--- src/rtl/pio_in_capture.sv ---
// Avalon-MM parallel-input port: synchronised pins, per-bit edge capture, masked level irq.
// Define PIO_IN_DEBOUNCE_EN to insert a per-bit stability filter of DEB_CYCLES clocks.
module pio_in_capture #(
    parameter int unsigned WIDTH      = 8,
    parameter int unsigned DEB_CYCLES = 24000
) (
    input  logic             clk,
    input  logic             reset,
    input  logic [WIDTH-1:0] pins_in,
    input  logic [1:0]       avs_address,
    input  logic             avs_read,
    input  logic             avs_write,
    input  logic [31:0]      avs_writedata,
    output logic [31:0]      avs_readdata,
    output logic             irq
);

`ifdef PIO_IN_DEBOUNCE_EN
    localparam int unsigned ARM_W = 4;
`else
    localparam int unsigned ARM_W = 3;
`endif

    logic [WIDTH-1:0] r_s1;
    logic [WIDTH-1:0] r_s2;
    logic [WIDTH-1:0] r_prev;
    logic [WIDTH-1:0] r_cap;
    logic [WIDTH-1:0] r_mask;
    logic [31:0]      r_esel;
    logic [ARM_W-1:0] r_arm;

    logic [WIDTH-1:0] w_cur;
    logic [WIDTH-1:0] w_rise;
    logic [WIDTH-1:0] w_fall;
    logic [WIDTH-1:0] w_evt;
    logic [WIDTH-1:0] w_det;
    logic [WIDTH-1:0] w_clr;
    logic [31:0]      w_rdata;

    // r_arm fills with ones after reset; edge detect waits until the previous-sample
    // register holds a real pin value, so a high pin at reset release is not an edge.
    always_ff @(posedge clk or posedge reset) begin
        if (reset) begin
            r_s1  <= '0;
            r_s2  <= '0;
            r_arm <= '0;
        end else begin
            r_s1  <= pins_in;
            r_s2  <= r_s1;
            r_arm <= {r_arm[ARM_W-2:0], 1'b1};
        end
    end

`ifdef PIO_IN_DEBOUNCE_EN
    localparam int unsigned CNT_W = $clog2(DEB_CYCLES + 1);

    logic [WIDTH-1:0] r_deb;
    logic [CNT_W-1:0] r_cnt [WIDTH];

    // The filter preloads from s2 during warm-up, then only follows a stable input.
    always_ff @(posedge clk or posedge reset) begin
        if (reset) begin
            r_deb <= '0;
            for (int i = 0; i < WIDTH; i++) r_cnt[i] <= '0;
        end else if (!r_arm[ARM_W-2]) begin
            r_deb <= r_s2;
            for (int i = 0; i < WIDTH; i++) r_cnt[i] <= '0;
        end else begin
            for (int i = 0; i < WIDTH; i++) begin
                if (r_s2[i] == r_deb[i]) begin
                    r_cnt[i] <= '0;
                end else if (r_cnt[i] == CNT_W'(DEB_CYCLES)) begin
                    r_deb[i] <= r_s2[i];
                    r_cnt[i] <= '0;
                end else begin
                    r_cnt[i] <= r_cnt[i] + 1'b1;
                end
            end
        end
    end

    assign w_cur = r_deb;
`else
    logic w_unused_deb;

    assign w_cur        = r_s2;
    assign w_unused_deb = (DEB_CYCLES == 0);
`endif

    assign w_rise = w_cur & ~r_prev;
    assign w_fall = ~w_cur & r_prev;

    for (genvar gi = 0; gi < WIDTH; gi++) begin : g_sel
        if (gi < 16) begin : g_packed
            assign w_evt[gi] = (r_esel[2*gi +: 2] == 2'b00) ? w_rise[gi] :
                               (r_esel[2*gi +: 2] == 2'b01) ? w_fall[gi] :
                               (r_esel[2*gi +: 2] == 2'b10) ? (w_rise[gi] | w_fall[gi]) :
                               1'b0;
        end else begin : g_rise_only
            assign w_evt[gi] = w_rise[gi];
        end
    end

    assign w_det = w_evt & {WIDTH{r_arm[ARM_W-1]}};
    assign w_clr = (avs_write && avs_address == 2'd2) ? avs_writedata[WIDTH-1:0] : '0;

    always_comb begin
        w_rdata = '0;
        case (avs_address)
            2'd0: w_rdata[WIDTH-1:0] = w_cur;
            2'd1: w_rdata[WIDTH-1:0] = r_mask;
            2'd2: w_rdata[WIDTH-1:0] = r_cap;
            default: w_rdata = r_esel;
        endcase
    end

    always_ff @(posedge clk or posedge reset) begin
        if (reset) begin
            r_prev       <= '0;
            r_cap        <= '0;
            r_mask       <= '0;
            r_esel       <= '0;
            irq          <= 1'b0;
            avs_readdata <= '0;
        end else begin
            r_prev <= w_cur;
            // A new edge in the same cycle as its W1C wins over the clear.
            r_cap  <= (r_cap & ~w_clr) | w_det;
            irq    <= |(r_cap & r_mask);
            if (avs_write) begin
                case (avs_address)
                    2'd1: r_mask <= avs_writedata[WIDTH-1:0];
                    2'd3: r_esel <= avs_writedata;
                    default: ;
                endcase
            end
            if (avs_read) avs_readdata <= w_rdata;
        end
    end

endmodule

--- config.mk ---
export PLATFORM = sky130hd
export DESIGN_NAME = pio_in_capture
export DESIGN_NICKNAME = d
export VERILOG_FILES = /design/src/rtl/pio_in_capture.sv
export SDC_FILE = /design/constraint.sdc
export NUM_CORES = 1
export LEC_CHECK = 0
export CAP_MARGIN = 20
export CORE_MARGIN = 4
export CORE_UTILIZATION = 47
export DETAILED_ROUTE_END_ITERATION = 8
export PLACE_DENSITY_LB_ADDON = 0.3
export REMOVE_ABC_BUFFERS = 1
export SLEW_MARGIN = 25
export SYNTH_ARGS = -nofsm -noshare
export SYNTH_HDL_FRONTEND = slang
export SYNTH_SLANG_ARGS = --single-unit
--- constraint.sdc ---
create_clock -name clk -period 3.3 [get_ports clk]
set_clock_uncertainty 0.2 [all_clocks]
set_input_delay 0.33 -clock clk [delete_from_list [all_inputs] [get_ports clk]]
set_output_delay 0.33 -clock clk [all_outputs]
set_load 0.01 [all_outputs]
==> flow_metrics.py, run 1 <==
metrics = {
    "power": {
        "p_per_area_mw_per_mm2": 526,
        "p_total_w": 0.00286,
        "vdd_ir_drop_max_v": 0.000327,
        "p_sw_w": 0.000773,
        "p_int_w": 0.00209,
        "power_frac_seq_pct": 56.9,
        "netSwitchingFraction_pct": 27.0,
        "leakage_nw": 2.40,
        "p_comb_share_pct": 16.7,
        "clockPowerShare_pct": 26.4,
    },
    "timing": {
        "clock.fmax_mhz": 483,
        "finalSetupViolations": 0,
        "timing.final.crit_share_pct": 62.8,
        "hold_violations": 0,
        "relSlewSlack_pct": 55.4,
        "drv_slew": 0,
        "layout_min_cycle_time_ns": 2.07,
        "setup_slack_ns": 1.23,
        "grt_setup_unrepaired": "false",
        "worstMarginPinSlew_ns": 0.667,
    },
    "final_layout": {
        "synthToLayoutAreaGrowth_pct": 24.7,
        "drive_gt1_share_pct": 13.3,
        "n_antenna_cell": 0,
        "final_common_cell": "dfrtp_1",
        "num-nets-final": 499,
        "layout_common_cells": "dfrtp_1 (108), clkdlybuf4s50_1 (78), o21ai_0 (56), inv_1 (49), nand2_1 (48)",
    },
    "route": {
        "drtPass1Iterations": 4,
        "antenna_left": 0,
        "vias": 2842,
        "drt_wl_total_um": 8570,
        "wl_per_cell_um": 15.6,
        "viasPerCell": 5.17,
        "dr.first_iter.drc_count": 134,
        "route.detailed.drc": 0,
    },
    "floorplanning": {
        "num_rows": 34,
        "die_h_um": 104,
        "core_area_mm2": 0.00889,
        "dieArea_mm2": 0.0109,
        "initial_core_util_pct": 49.1,
        "die_x_um": 104,
        "pin_count": 79,
    },
    "clock_tree": {
        "cts.sinks": 108,
        "cts_buffer_depth": 2,
        "path_clk_slew_ns": 0.10,
        "tritoncts": "built",
        "htree_levels": 3,
        "hold_buffers": 0,
        "numCtsBuffers": 9,
        "clk_latency_ns": 0.37,
        "ctsResizeCount": 0,
        "clockRootBuffer": "clkbuf_8",
        "postCtsSetupBuffers": 0,
    },
    "synthesis": {
        "ys_seq_area_share_pct": 61.9,
        "mappedNetlistArea_mm2": 0.00437,
        "ys_ff_latch": 108,
        "synth_cell_type_count": 19,
        "synthCells": 358,
        "avgSynthCellArea_um2": 12.2,
        "ys_warn_count": 0,
    },
    "worst_setup_path": {
        "rrSetupSlack_ns": 1.80,
        "critPathKind": "input pin to register",
        "end_kind": "register",
        "r2r_end": "avs_readdata[6]",
        "start_kind": "input pin",
        "critical_path_required_ns": 3.36,
        "cp_data_arrival_time_ns": 2.13,
        "ff2ff_path_depth": 2,
        "crit_fanout": 40,
        "rr_startpoint": "r_s2[6]",
    },
    "grt": {
        "antenna_found_initial": 0,
        "grt-busiest-layer": "met2",
        "grt_usage_pct": 16.8,
        "grt_use_met2_pct": 27.1,
        "grt_max_degree": 83,
        "use_met3_pct": 6.21,
        "grt_first_pass_wirelength_um": 14700,
        "grt_overflow": 0,
        "grt_pass1_vias": 3011,
        "use_met1_pct": 22.1,
    },
    "place": {
        "port_buffers": 78,
        "finalWeightedCongestion": 0.818,
        "hpwl_um": 5740,
        "pre_cts_slack_ns": 0.802,
    },
    "worst_hold_path": {
        "hp-class": "input pin to asynchronous set/reset pin",
    },
    "flow_run": {
        "maxCapViolCount": 0,
    },
    "status": {
        "status": "finished clean",
    },
}
==> sequential cells by signal (all words and copies together) (netlist names) <==
| name | cells |
|---|---|
| r_arm | 3 |
| r_cap | 8 |
| r_esel | 32 |
| irq | 1 |
| avs_readdata | 32 |
| r_s1 | 8 |
| r_prev | 8 |
| r_mask | 8 |
| r_s2 | 8 |
==> worst max-delay path: stages <==
cell and delay, ns:
clkdlybuf4s50_1 0.75, nand3_2 0.20, buf_4 0.44, mux2_2 0.40
==> metal layers <==
metal	wire, um	vias up
met5	0	-
met4	54	0
met3	667	6
met2	4040	85
met1	3810	1396
li1	-	1355
==> cell type report <==
cell class / instances / area (um2)
clock inverters: 6 / 43.8
fillers: 731 / 3450
repair buffers: 82 / 823
clock buffers: 10 / 138
inverters: 50 / 190
well taps: 108 / 135
multi-input cells: 186 / 1410
flip-flops and latches: 108 / 2700
==> Yosys cell counts <==
cell | instances | area, um2
dfrtp_1 | 108 | 2700
o21ai_0 | 56 | 280
inv_1 | 50 | 188
nand2_1 | 48 | 180
mux2_2 | 29 | 327
ha_1 | 16 | 200
mux4_2 | 8 | 180
nand4b_1 | 8 | 70.1
o311ai_0 | 8 | 70.1
buf_2 | 7 | 35.0
clkbuf_1 | 6 | 22.5
a22oi_1 | 4 | 30.0
mux2_1 | 3 | 33.8
nand3b_1 | 2 | 15.0
and3_1 | 1 | 6.26
buf_6 | 1 | 11.3
conb_1 | 1 | 3.75
nand3_1 | 1 | 5.00
nand4_1 | 1 | 6.26
==> worst max path at each step <==
stage | from | endpoint | slack (ns) | cells after the start
CTS | avs_address[1] | r_esel[18] | 1.20 | 4
global route | avs_address[1] | r_cap[1] | 1.02 | 4
detailed placement | avs_address[1] | r_esel[18] | 0.80 | 4
finish | avs_address[1] | r_esel[18] | 1.23 | 4
floorplan | reset | avs_readdata[0] | -0.08 | 1
global placement | avs_address[1] | r_esel[21] | 0.82 | 4
==> power groups by stage <==
stage	Sequential, W	Clock (W)	Combinational [W]
final	0.00163	0.000756	0.000478
after global routing	0.00166	0.000836	0.000534
after CTS	0.00163	0.000780	0.000488
after detailed placement	0.00166	0	0.000486
after global placement	0.00165	0	0.000471
after floorplan	0.00164	0	0.000236
==> metrics by stage <==
step                      area, um2  util, %  cells  hold WS [ns]  setup TNS, ns
after floorplan                4300        -    344         0.131          -8.16
after global routing           5450     61.2    550        0.0921              0
after CTS                      5450     61.2    550        0.0719              0
after global placement         5260     59.2    534         0.132              0
final                          5450     61.2    550        0.0775              0
after detailed placement       5260     59.2    534         0.135              0
==> cell families (layout without fill, tap and decap cells) <==
group	count (synthesis)	after routing	synth area share, %
adders and majority gates	16	16	4.58
and+or+nand+nor	61	61	6.48
AOI/OAI and AO/OA	68	68	8.71
muxes	40	40	12.4
DFF	108	108	61.9
other	1	1	0.0859
buffers and inverters	64	148	5.87
Power figures use the tool's default switching activity.
==> run 2, diff against run 1 <==
- CORE_UTILIZATION: 47 -> 52
- clock period: 3.3 -> 2.05 ns (I/O delays scaled with it)
==> run 2 against run 1 <==
Against the previous run:
- die area decreased by 8.9%
- power increased by 59%
- non-clock buffer count increased by 10
- count of clock-buffer cells in the layout increased by 2
- first-iteration DRC count decreased by 49%
- critical endpoint is now avs_readdata[11]
==> flow_metrics.py, run 2 (synthesized netlist as in run 1, its figures left out) <==
metrics = {
    "worst_setup_path": {
        "crit_buf_inv": 1,
        "cp_top_family": "buffers and inverters",
        "max_stage_delay_ns": 0.57,
        "start_kind": "register",
        "rrSetupSlack_ns": 0.53,
        "end_kind": "output port",
        "cp_data_arrival_time_ns": 1.30,
        "critical_path_required_ns": 1.64,
        "path_cells": "clkdlybuf4s50_1",
        "cp_slowest_cell": "clkdlybuf4s50_1",
        "crit_fanout": 2,
        "critPathKind": "register to output port",
    },
    "power": {
        "netSwitchingFraction_pct": 26.2,
        "vdd_ir_drop_max_v": 0.000432,
        "p_sw_w": 0.00119,
        "p_int_w": 0.00336,
        "power_frac_seq_pct": 57.8,
        "p_total_w": 0.00456,
        "p_per_area_mw_per_mm2": 821,
        "p_comb_share_pct": 17.6,
        "clockPowerShare_pct": 24.6,
        "leakage_nw": 2.45,
    },
    "final_layout": {
        "n_fill_cell": 622,
        "top_regs": "avs_readdata (32), r_esel (32)",
        "final_common_cell": "dfrtp_1",
        "num-nets-final": 509,
        "synthToLayoutAreaGrowth_pct": 27.0,
        "final_area_mm2": 0.00555,
        "layout_common_cells": "dfrtp_1 (108), clkdlybuf4s50_1 (78), o21ai_0 (56), inv_1 (49), nand2_1 (48)",
        "drive_gt1_share_pct": 14.2,
        "seq_area_mm2": 0.00270,
        "n_antenna_cell": 0,
        "multiInputGateArea_mm2": 0.00141,
    },
    "floorplanning": {
        "die_x_um": 99.6,
        "pin_count": 79,
        "die_h_um": 99.6,
        "num_rows": 33,
        "initial_core_util_pct": 53.4,
        "dieArea_mm2": 0.00993,
        "core_area_mm2": 0.00818,
    },
    "clock_tree": {
        "cts.sinks": 108,
        "hold_buffers": 1,
        "numCtsBuffers": 9,
        "ctsResizeCount": 0,
        "htree_levels": 3,
        "path_clk_slew_ns": 0.09,
        "clk_latency_ns": 0.36,
        "clockRootBuffer": "clkbuf_8",
        "postCtsSetupBuffers": 0,
        "tritoncts": "built",
        "cts_buffer_depth": 2,
    },
    "route": {
        "wl_met2_um": 4230,
        "route.detailed.drc": 0,
        "wl_met1_um": 3830,
        "drtPass1Iterations": 4,
        "drt_wl_total_um": 8910,
        "dr.first_iter.drc_count": 68,
        "met3_length_um": 732,
        "vias": 2962,
        "top_layer": "met4",
        "viasPerCell": 5.34,
        "wl_per_cell_um": 16.1,
        "antenna_left": 0,
    },
    "timing": {
        "drv_slew": 0,
        "grt_setup_unrepaired": "false",
        "setup_slack_ns": 0.344,
        "fin_tns_setup_ns": 0,
        "finalSetupViolations": 0,
        "timing.final.crit_share_pct": 83.2,
        "hold_violations": 0,
        "clock.fmax_mhz": 586,
        "layout_min_cycle_time_ns": 1.71,
        "holdWs_ns": 0.0696,
    },
    "place": {
        "pre_cts_slack_ns": 0.0322,
        "port_buffers": 78,
        "finalWeightedCongestion": 0.863,
        "hpwl_um": 6290,
        "place_area_mm2": 0.00538,
    },
    "grt": {
        "grt_usage_pct": 19.7,
        "grt_pass1_vias": 3208,
        "grt_overflow": 0,
        "grt_first_pass_wirelength_um": 15300,
        "grt_max_degree": 41,
        "antenna_found_initial": 0,
    },
    "status": {
        "status": "finished clean",
    },
    "worst_hold_path": {
        "hp-class": "input pin to register",
    },
    "flow_run": {
        "maxCapViolCount": 0,
    },
}
run 2: layout make-up:
type	count	area share, %
Sequential cell	108	48.7
Multi-Input combinational cell	186	25.5
Timing Repair Buffer	92	17.1
Inverter	50	3.43
Clock buffer	12	2.62
Tap cell	105	2.37
Clock inverter	2	0.226
run 2: routing by layer:
layer  global-route usage, %  up-vias
li1                        -     1378
met3                    7.22       12
met1                    26.0     1479
met5                       0        -
met4                    5.46        0
met2                    31.0       93
run 2: power groups by stage:
stage	clock network, W	logic [W]	registers, W
finish	0.00112	0.000801	0.00263
global route	0.00123	0.000895	0.00267
CTS	0.00116	0.000816	0.00263
detailed placement	0	0.000811	0.00267
global placement	0	0.000779	0.00265
floorplan	0	0.000379	0.00265
run 2: path summary, 6_finish.rpt:
check / start / end / depth (start not counted)
max: avs_readdata[11] / avs_readdata[11] / 1
min in group asynchronous: reset / r_esel[17] / 3
min reg2reg: r_s1[2] / r_s2[2] / 0
max in group asynchronous: reset / r_esel[1] / 4
min: pins_in[6] / r_s1[6] / 1
max reg2reg: r_s2[3] / r_cap[3] / 5
run 2: stage by stage:
step,util [%],cells
finish,67.8,555
floorplan,-,344
global route,67.8,555
global placement,65.8,540
detailed placement,65.8,540
CTS,67.8,555
==> run 3, diff against run 2 <==
- clock period: 2.05 -> 1.6 ns (I/O delays scaled with it)
==> run 3 against run 2 <==
Against the previous run:
- combinational power rose by 21%
- utilization is 0.66 points higher
- sequential share of layout area down 0.45 points
- power up 34%
- sequential power up 28%
- final cell count up 1.3%
- routed wire length down 0.52%
- register-to-register slack got worse by 0.51 ns
- hold slack worse by 0.040 ns
- die area unchanged
- critical endpoint is now avs_readdata[4]
- clock power is 56% higher
==> flow_metrics.py, run 3 (synthesized netlist as in run 1, its figures left out) <==
metrics = {
    "route": {
        "drt_wl_total_um": 8870,
        "viasPerCell": 5.26,
        "antenna_left": 0,
        "vias": 2957,
        "dr.first_iter.drc_count": 98,
        "drtPass1Iterations": 4,
        "wl_per_cell_um": 15.8,
        "route.detailed.drc": 0,
    },
    "final_layout": {
        "final_common_cell": "dfrtp_1",
        "top_regs": "avs_readdata (32), r_esel (32)",
        "n_fill_cell": 653,
        "drive_gt1_share_pct": 16.2,
        "num-nets-final": 514,
        "layout_common_cells": "dfrtp_1 (107), o21ai_0 (55), inv_1 (49), nand2_1 (48), clkdlybuf4s50_1 (45)",
        "synthToLayoutAreaGrowth_pct": 28.2,
        "seq_area_mm2": 0.00270,
        "multiInputGateArea_mm2": 0.00142,
        "n_antenna_cell": 0,
    },
    "status": {
        "status": "finished clean",
    },
    "timing": {
        "layout_min_cycle_time_ns": 1.58,
        "hold_violations": 0,
        "timing.final.crit_share_pct": 98.7,
        "setup_slack_ns": 0.0208,
        "drv_slew": 0,
        "clock.fmax_mhz": 633,
        "fin_tns_setup_ns": 0,
        "finalSetupViolations": 0,
        "grt_setup_unrepaired": "true",
    },
    "grt": {
        "grt_overflow": 0,
        "grt_usage_pct": 19.4,
        "antenna_found_initial": 0,
        "grt_max_degree": 57,
        "use_met3_pct": 6.66,
        "grt-busiest-layer": "met2",
        "grt_first_pass_wirelength_um": 15000,
        "use_met1_pct": 25.5,
        "grt_pass1_vias": 3135,
        "grt_use_met2_pct": 30.5,
    },
    "worst_setup_path": {
        "end_kind": "register",
        "cp_slowest_cell": "mux4_2",
        "critical_path_required_ns": 1.65,
        "crit_fanout": 3,
        "rr_startpoint": "r_s2[4]",
        "critPathKind": "register to register",
        "path_cells": "buf_4, mux4_2, mux2_2",
        "max_stage_delay_ns": 0.45,
        "start_kind": "register",
        "crit_start": "r_s2[4]",
        "cp_data_arrival_time_ns": 1.63,
    },
    "place": {
        "finalWeightedCongestion": 0.869,
        "hpwl_um": 6320,
        "pre_cts_slack_ns": -0.333,
        "port_buffers": 78,
    },
    "worst_hold_path": {
        "hold_start": "pins_in[0]",
        "hp-class": "input pin to register",
    },
    "clock_tree": {
        "numCtsBuffers": 9,
        "path_clk_slew_ns": 0.10,
        "cts.sinks": 108,
        "clk_latency_ns": 0.36,
        "clockRootBuffer": "clkbuf_8",
        "htree_levels": 3,
        "tritoncts": "built",
        "cts_buffer_depth": 2,
    },
    "floorplanning": {
        "num_rows": 33,
        "die_h_um": 99.6,
        "dieArea_mm2": 0.00993,
        "core_area_mm2": 0.00818,
        "die_x_um": 99.6,
        "initial_core_util_pct": 53.4,
        "pin_count": 79,
    },
    "flow_run": {
        "maxCapViolCount": 0,
    },
    "power": {
        "vdd_ir_drop_max_v": 0.000596,
        "leakage_nw": 2.62,
        "p_per_area_mw_per_mm2": 1090,
    },
}
[run 3: cell count changes in the layout (fill, tap and decap cells not counted), sizes merged, moves of 2 or more]
cell,before,now
inv,50,52
buf,13,18
dlygate4sd2,0,32
clkdlybuf4s50,78,45
[run 3: layout make-up]
class | count | area share [%]
repair buffers | 97 | 16.8
multi-input cells | 186 | 25.3
well taps | 105 | 2.35
inverters | 50 | 3.40
clock inverters | 5 | 1.21
flip-flops and latches | 108 | 48.3
clock buffers | 11 | 2.70
[run 3: critical path: cells and delay by family (launching register included)]
family / cells / cell delay [ns]
muxes: 2 / 0.72
DFF: 1 / 0.41
buffers and inverters: 1 / 0.15
[run 3: report_power, final]
part / internal, W / total (W) / switching [W]
registers: 0.00310 / 0.00337 / 0.000267
logic: 0.000556 / 0.000970 / 0.000414
clock network: 0.000832 / 0.00175 / 0.000916
total: 0.00449 / 0.00608 / 0.00160
[run 3: worst paths after layout]
path                                     to  slack (ns)  cells past startpoint
setup / recovery            avs_readdata[4]        0.02                      3
hold / removal                      r_s1[0]        0.03                      1
setup reg to reg            avs_readdata[4]        0.02                      3
hold reg to reg                     r_s2[6]        0.16                      0
max in group asynchronous  avs_readdata[27]        0.33                      4
min in group asynchronous        r_esel[17]        0.35                      3
[run 3: per-layer routing]
| metal | up-vias | wire [um] |
|---|---|---|
| met4 | 0 | 123 |
| met3 | 12 | 663 |
| met2 | 93 | 4250 |
| met5 | - | 0 |
| met1 | 1463 | 3830 |
| li1 | 1389 | - |
[run 3: metrics by stage]
step                      power [W]  area (um2)  instances  hold WS (ns)  utilization (%)
after global placement      0.00440        5390        543         0.131             65.9
after detailed placement    0.00446        5390        543         0.137             65.9
after floorplan             0.00388        4300        344      -0.00857                -
final                       0.00608        5600        562        0.0293             68.5
after global routing        0.00642        5600        562        0.0124             68.5
after CTS                   0.00613        5580        560        0.0160             68.2
[run 3: repair_timing]
item / CTS / global route
gates resized for setup: 33 / 6
pin swaps: 0 / 1
gates cloned: 0 / 0
hold buffers: 1 / 0
endpoints found under the hold margin: 1 / 0
buffers inserted: 0 / 2
setup endpoints to repair: 33 / 6
